--- config.mk ---
export PLATFORM = sky130hd
export DESIGN_NAME = usb2_ep0in_tx
export DESIGN_NICKNAME = d
export VERILOG_FILES = /design/src/rtl/usb2_ep0in_tx.sv
export SDC_FILE = /design/constraint.sdc
export NUM_CORES = 1
export LEC_CHECK = 0
export CAP_MARGIN = 20
export CORE_ASPECT_RATIO = 1.5
export CORE_MARGIN = 10
export CORE_UTILIZATION = 45
export CTS_CLUSTER_DIAMETER = 60
export DETAILED_ROUTE_END_ITERATION = 12
export HOLD_SLACK_MARGIN = 0.15
export PLACE_DENSITY = 0.66
export SETUP_SLACK_MARGIN = 0.3
export SLEW_MARGIN = 20
export SYNTH_ARGS = -nofsm -noshare
export SYNTH_HDL_FRONTEND = slang
export SYNTH_SLANG_ARGS = --single-unit
--- constraint.sdc ---
create_clock -name clk -period 2.7 [get_ports clk]
set_clock_uncertainty 0.05 [all_clocks]
set_input_delay 0.54 -clock clk [delete_from_list [all_inputs] [get_ports clk]]
set_output_delay 0.54 -clock clk [all_outputs]
set_load 0.05 [all_outputs]
--- src/rtl/usb2_ep0in_tx.sv ---
// usb2_ep0in_tx: EP0 IN packet reader.
// Reads up to 64 bytes from the EP0 IN RAM, which has a two-clock read latency.
// The bytes pass through a small skid FIFO to a tx_valid/tx_ready byte stream.
// Optional feature: define USB2_EP0IN_ZLP_EN to turn start with len=0 into a
// one-cycle tx_zlp request followed by a done pulse. By default, such a start
// is ignored and tx_zlp is tied low.
module usb2_ep0in_tx #(
    parameter int SKID_DEPTH = 4
) (
    input  logic       clk,
    input  logic       reset_n,
    input  logic       start,
    input  logic [6:0] len,
    input  logic       abort,
    output logic [5:0] rd_adr,
    input  logic [7:0] rd_dat_r,
    output logic       tx_valid,
    output logic [7:0] tx_data,
    output logic       tx_last,
    input  logic       tx_ready,
    output logic       tx_zlp,
    output logic       busy,
    output logic       done
);

    localparam int PW = (SKID_DEPTH > 1) ? $clog2(SKID_DEPTH) : 1;
    localparam int CW = $clog2(SKID_DEPTH + 1);

    localparam logic [1:0] S_IDLE  = 2'd0;
    localparam logic [1:0] S_FETCH = 2'd1;
    localparam logic [1:0] S_FLUSH = 2'd2;
    localparam logic [1:0] S_DONE  = 2'd3;

    logic [1:0]    state_reg;
    logic [6:0]    n_reg;
    logic [6:0]    iss_cnt_reg;
    logic [6:0]    acc_cnt_reg;
    logic [5:0]    adr_reg;
    logic          vld1_reg;
    logic          vld2_reg;
    logic          zlp_reg;
    logic [7:0]    fifo_mem [SKID_DEPTH];
    logic [PW-1:0] wr_ptr_reg;
    logic [PW-1:0] rd_ptr_reg;
    logic [CW-1:0] cnt_reg;

    logic [6:0]    len_clamp;
    logic [CW:0]   occ;
    logic          in_pkt;
    logic          abort_hit;
    logic          issue;
    logic          push;
    logic          pop;
    logic          fifo_empty;

    function automatic logic [PW-1:0] ptr_inc(input logic [PW-1:0] p);
        return (p == PW'(SKID_DEPTH - 1)) ? '0 : p + 1'b1;
    endfunction

    assign len_clamp  = (len > 7'd64) ? 7'd64 : len;
    assign fifo_empty = (cnt_reg == '0);
    assign in_pkt     = (state_reg == S_FETCH) || (state_reg == S_FLUSH);
    assign abort_hit  = abort && in_pkt;

    // Count stored bytes plus reads still in the RAM pipeline.
    // Counting every in-flight read keeps the FIFO from overflowing, even if
    // the transmitter stalls.
    assign occ   = {1'b0, cnt_reg} + {{CW{1'b0}}, vld1_reg} + {{CW{1'b0}}, vld2_reg};
    assign issue = (state_reg == S_FETCH) && !abort && (occ < (CW+1)'(SKID_DEPTH));
    assign push  = vld2_reg;
    assign pop   = !fifo_empty && tx_ready && !abort_hit;

    // The address goes to the RAM in the cycle the read is issued.
    // Otherwise rd_adr holds its last value, because the RAM has no read enable.
    assign rd_adr   = issue ? iss_cnt_reg[5:0] : adr_reg;
    assign tx_valid = !fifo_empty;
    assign tx_data  = fifo_empty ? 8'h00 : fifo_mem[rd_ptr_reg];
    assign tx_last  = tx_valid && (acc_cnt_reg == n_reg - 7'd1);
    assign busy     = in_pkt || zlp_reg;
    assign done     = (state_reg == S_DONE);
`ifdef USB2_EP0IN_ZLP_EN
    assign tx_zlp   = zlp_reg;
`else
    assign tx_zlp   = 1'b0;
`endif

    // Packet sequencer: handles start and abort, issues addresses, and completes the packet.
    always_ff @(posedge clk) begin
        if (!reset_n) begin
            state_reg   <= S_IDLE;
            n_reg       <= '0;
            iss_cnt_reg <= '0;
            adr_reg     <= '0;
            zlp_reg     <= 1'b0;
        end else begin
            case (state_reg)
                S_IDLE: begin
                    if (zlp_reg) begin
                        zlp_reg   <= 1'b0;
                        state_reg <= S_DONE;
                    end else if (start) begin
                        if (len_clamp != 7'd0) begin
                            n_reg       <= len_clamp;
                            iss_cnt_reg <= '0;
                            state_reg   <= S_FETCH;
                        end
`ifdef USB2_EP0IN_ZLP_EN
                        else begin
                            zlp_reg <= 1'b1;
                        end
`endif
                    end
                end
                S_FETCH: begin
                    if (abort) begin
                        state_reg <= S_DONE;
                    end else if (issue) begin
                        iss_cnt_reg <= iss_cnt_reg + 7'd1;
                        adr_reg     <= iss_cnt_reg[5:0];
                        if (iss_cnt_reg == n_reg - 7'd1) begin
                            state_reg <= S_FLUSH;
                        end
                    end
                end
                S_FLUSH: begin
                    if (abort) begin
                        state_reg <= S_DONE;
                    end else if (pop && tx_last) begin
                        state_reg <= S_DONE;
                    end
                end
                default: begin
                    state_reg <= S_IDLE;
                end
            endcase
        end
    end

    // Accept counter. It is cleared when a new packet is accepted, and tx_last is derived from it.
    always_ff @(posedge clk) begin
        if (!reset_n) begin
            acc_cnt_reg <= '0;
        end else if (state_reg == S_IDLE && !zlp_reg && start && len_clamp != 7'd0) begin
            acc_cnt_reg <= '0;
        end else if (pop) begin
            acc_cnt_reg <= acc_cnt_reg + 7'd1;
        end
    end

    // Two-stage valid pipeline that mirrors the RAM read latency.
    always_ff @(posedge clk) begin
        if (!reset_n || abort_hit) begin
            vld1_reg <= 1'b0;
            vld2_reg <= 1'b0;
        end else begin
            vld1_reg <= issue;
            vld2_reg <= vld1_reg;
        end
    end

    // Skid FIFO bookkeeping. An abort empties the FIFO in one cycle.
    always_ff @(posedge clk) begin
        if (!reset_n || abort_hit) begin
            wr_ptr_reg <= '0;
            rd_ptr_reg <= '0;
            cnt_reg    <= '0;
        end else begin
            if (push) begin
                wr_ptr_reg <= ptr_inc(wr_ptr_reg);
            end
            if (pop) begin
                rd_ptr_reg <= ptr_inc(rd_ptr_reg);
            end
            if (push && !pop) begin
                cnt_reg <= cnt_reg + 1'b1;
            end else if (!push && pop) begin
                cnt_reg <= cnt_reg - 1'b1;
            end
        end
    end

    // Skid FIFO storage. Captures RAM data as each read reaches stage 2.
    always_ff @(posedge clk) begin
        if (push) begin
            fifo_mem[wr_ptr_reg] <= rd_dat_r;
        end
    end

endmodule
-- After elaboration in Yosys (flattened, before gate mapping)
Memory sizes are Yosys's and may differ from the RTL's. A register that Yosys moved wholly into a read port is not among the register bits.
Index checks and enable logic that the tools add are counted.
- RAM bits: 32
- memories: 1
- input port bits: 20
- ROM bits: 0
- bits in latches: 0
- flip-flop bits (word level): 38
- memories (name ; depth ; width ; read ports ; clocked after memory_dff ; wr ports ; RTL line ; RTL):
    fifo_mem ; 4 ; 8 ; 1 ; 1 ; 1 ; 42 ; logic [7:0] fifo_mem [SKID_DEPTH];
- reductions and logical operators: 29
- bitwise logic cells: 2
- mux-type cells: 24
- $add $sub $neg: 9
- magnitude comparators: 2
- shift operators: 0
- divide/modulo/power cells: 0
- multiply operators: 0
- equality and inequality tests: 14
- operators with widths (kind ; count):
    7-bit two-way mux ; 5
    2-bit two-way mux ; 11
    7-bit by 1-bit adder with 7-bit output, second input constant ; 2
    7-bit equality test ; 2
    7-bit case mux with 2 select lines ; 1
    1-bit logical AND ; 11
    5-bit AND reduction ; 2
    2-bit equality test, second input constant ; 4
    8-bit two-way mux ; 1
    2-bit inequality test, second input constant ; 4
    7-bit > comparator, second input constant ; 1
    7-bit nonzero test ; 1
    7-bit by 1-bit subtractor with 7-bit output, second input constant ; 1
    1-bit logical NOT ; 6
    3-bit two-way mux ; 2
    6-bit two-way mux ; 1
    3-bit by 2-bit inequality test with 1-bit output, second input constant ; 2
    2-bit case mux with 3 select lines ; 1
    2-bit by 1-bit adder with 2-bit output, second input constant ; 2
    3-bit by 1-bit adder with 4-bit output ; 1
    4-bit by 1-bit adder with 4-bit output ; 1
    4-bit by 3-bit less-than comparator with 1-bit output, second input constant ; 1
    2-bit nonzero test ; 2
    3-bit by 1-bit adder with 3-bit output, second input constant ; 1
    other kinds (11) ; 14

-- Logic depth before layout (Yosys ltp)
- word-level depth: 9
- gate-level depth with buffers: 10

-- Least setup slack after synthesis
OpenSTA, ideal clock, no wires.
- kind: reg-to-output
- start: register cnt_reg[1]
- end: output tx_last
- stages on the path, launching flop included: 6
- data required time: 2110 ps
- setup slack: -19 ps
- data arrival time: 2129 ps
- cells stage by stage: dfxtp_1 or3_1 clkbuf_1 and4_1 nand3_1 nor2_1
- cells in the longest elaborated chain, start to end: 3
- ends and longest elaborated chain (item ; RTL line ; RTL):
    from (decl) ; 45 ; logic [CW-1:0] cnt_reg;
    from (signal assigned) ; 175 ; cnt_reg <= cnt_reg + 1'b1;
    from (signal assigned) ; 177 ; cnt_reg <= cnt_reg - 1'b1;
    3-bit logical NOT ; 61 ; assign fifo_empty = (cnt_reg == '0);
    1-bit logical NOT ; 76 ; assign tx_valid = !fifo_empty;
    via tx_valid ; 17 ; output logic tx_valid,
    1-bit logical AND ; 78 ; assign tx_last = tx_valid && (acc_cnt_reg == n_reg - 7'd1);
    to (decl) ; 19 ; output logic tx_last,
The timed path passes the listed nets, and every way through them passes these cells.

-- Final worst setup path
- start: register n_reg[0]
- end: output tx_last
- cells in the longest elaborated chain, start to end: 3
- ends and longest elaborated chain (item ; RTL line ; RTL):
    from (decl) ; 35 ; logic [6:0] n_reg;
    from (signal assigned) ; 103 ; n_reg <= len_clamp;
    7-bit by 1-bit subtractor with 7-bit output ; 78 ;
    7-bit equality test ; 78 ;
    1-bit logical AND ; 78 ;
No other way between the ends.

==> flow_summary.toml <==
[route]
vias = 2319
routedWlPerCell_um = 15.3
vias_per_cell = 4.99
drt-initial-drc-count = 79
firstDrtPassIters = 4
ant_nets = 0
drcViolationCount = 0
wirelength_um = 7110

[final_layout]
areaGrowthSynthToFinish_pct = 35.2
nets = 396
utilization = 0.627
top_register = "fifo_mem"
drive_above_1_share = 0.318
largest_reg_flops = 32
postLayoutCellArea_um2 = 4560
antennaDiodeCount = 0

[critical_path]
rr_endpoint = "iss_cnt_reg[6]$_SDFFE_PN0P_"
critPathLaunch = "n_reg[0]$_SDFFE_PN0P_"
end_kind = "output port"
regToRegSetupSlack_ps = 100
reg2reg_depth = 16
crit_type = "flip-flop to output port"
timing.rr.start = "push$_SDFF_PP0_"
critical_path_arrival_ps = 2060
cp-start-kind = "flip-flop"
path_max_fanout = 3
critPathRequiredTime_ps = 2110

[clocking]
clk_pin_slew_ps = 80
cts_hold_buf = 0
clockRootBuffer = "clkbuf_8"
h-tree-depth = 3
cts_buffers = 9
cts.sinks = 72
insertion_delay_ps = 350
cts_buffer_depth = 2
cts_tree = "built"

[placed_design]
port_buffers = 37
gp_congestion = 0.835
dp_hpwl_um = 5040
post-place-ws_ps = -5.46
placed_cell_area_um2 = 3930

[pwr]
ir_drop_mv = 0.577
powerDensity_nw_per_um2 = 942
leakagePower_nw = 1.80

[global_routing]
grt-ovfl-total = 0
grt_max_degree = 13
grt_usage = 0.125
grt_pass1_wl_um = 11500
grt_antenna_before_repair = 0
grt_pass1_vias = 2464

[floorplanning]
die_x_um = 90.7
die_height_um = 126
rows = 38
initial_core_util = 0.464
ios = 39
core_area_um2 = 7270
die-area_um2 = 11400

[sta]
worst_pin_slew_ps = 493
finalHoldViolCount = 0
maxSlewViolCount = 0
period_minus_slack_ps = 2650
finalCritPeriodShare = 0.983
rsz0062_at_grt = "yes"
setup_violations = 0
setup_slack_ps = 46.2
relSlewSlack = 0.669
fmax_ghz = 0.377

[yosys]
yosysUniqueCellTypes = 51
synth_edf_count = 32
synth_area_leaders = "edfxtp_1 (28%), dfxtp_1 (24%), xor2_1 (6.0%)"
synth_top_area_frac = 0.285
yosysTopAreaCell = "edfxtp_1"
ys_ff_latch = 72
syn-num-nets = 321
synth_cells = 285
yosysMostFrequentCell = "dfxtp_1"
yosysWarnings = 0
yosys-top-cells-count = "dfxtp_1 (40), edfxtp_1 (32), nor2_1 (24)"
synth_flop_cell = "dfxtp_1"
synth-seq-area-share = 0.522
async_reset_ff_frac = 0
syn_area_um2 = 3370
syn_avg_cell_area_um2 = 11.8

[min_path]
holdCritStartpoint = "vld1_reg$_SDFF_PP0_"
min_path_type = "flip-flop to flip-flop"
hold_depth = 1
hold_end = "push$_SDFF_PP0_"

[job]
maxCapViolations = 0

[outcome]
status = "finished clean"
-- metrics by stage --
stage / TNS (ps) / std cells / power, mW / hold slack (ps)
floorplan: 0 / 285 / 2.53 / 403
finish: 0 / 465 / 4.30 / 429
detailed placement: -13.5 / 427 / 3.01 / 418
global placement: 0 / 427 / 2.99 / 414
CTS: 0 / 458 / 4.11 / 427
global route: -101 / 465 / 4.55 / 432
-- where the power goes --
part           switching [mW]  internal, mW
clock network           0.387         0.572
logic                    1.02         0.919
registers               0.156          1.24
-- placed cells by master (no fill, tap or decap), types with 2 or more instances in the layout --
cell,n
xor2_1,22
nor3b_4,2
nor3_1,4
xnor2_1,9
nand2_1,14
clkbuf_8,11
nand3b_1,2
buf_8,2
inv_1,8
a22o_1,3
dfxtp_1,33
clkdlybuf4s50_1,20
nor2_1,23
a22oi_1,2
buf_4,31
dfxtp_2,5
mux4_2,8
ha_1,10
and2_1,19
nand2_2,2
nor2b_1,4
mux2_4,6
mux2i_1,5
nand3_1,3
a21oi_1,6
dfxtp_4,2
buf_6,16
edfxtp_1,32
and3_1,6
ha_2,2
nor2_4,3
nand4_1,7
ha_4,3
bufinv_16,2
-- routing by layer --
metal	global-route usage	wire length [um]
met3	0.0380	326
met2	0.231	3860
met1	0.120	2730
met4	0.0714	198
met5	0	0
-- final cells by class --
type	instances	area, um^2
multi-input combinational	196	1720
tap	100	125
clock inverter	4	76.3
fill	600	2710
clock buffer	12	155
timing repair buffer	72	677
sequential	72	1780
inverter	9	33.8
-- how the worst max path moves through the flow --
stage / to
after floorplan: rd_adr[0]
after global placement: rd_adr[1]
after detailed placement: rd_adr[5]
after CTS: rd_adr[2]
after global routing: tx_last
final: tx_last
-- logic make-up (layout without fill, tap and decap cells) --
| family | Yosys count | count (layout) | synth area share |
|---|---|---|---|
| AOI/OAI and AO/OA | 25 | 25 | 0.0552 |
| xor gates and xnor gates | 33 | 33 | 0.0856 |
| adders and majority gates | 16 | 16 | 0.0616 |
| buffers and inverters | 17 | 97 | 0.0208 |
| DFF | 72 | 72 | 0.522 |
| muxes | 19 | 19 | 0.0882 |
| other | 1 | 1 | 0.00111 |
| and+or+nand+nor | 102 | 102 | 0.165 |
-- repair_timing --
| item | in CTS | in global routing |
|---|---|---|
| pin swaps | 11 | 14 |
| setup endpoints to repair | 18 | 26 |
| hold endpoints to repair | 0 | 0 |
| buffers inserted | 15 | 7 |
| resized for setup | 36 | 28 |
-- worst max-delay path: stages, from the launching register on --
cell and delay [ps]:
dfxtp_2 330, buf_6 110, or4_4 530, nor2_4 110
xnor2_1 140, nand3b_1 170, nor2_4 170, buf_12 140
No activity file was read; power rests on OpenSTA's default activity.
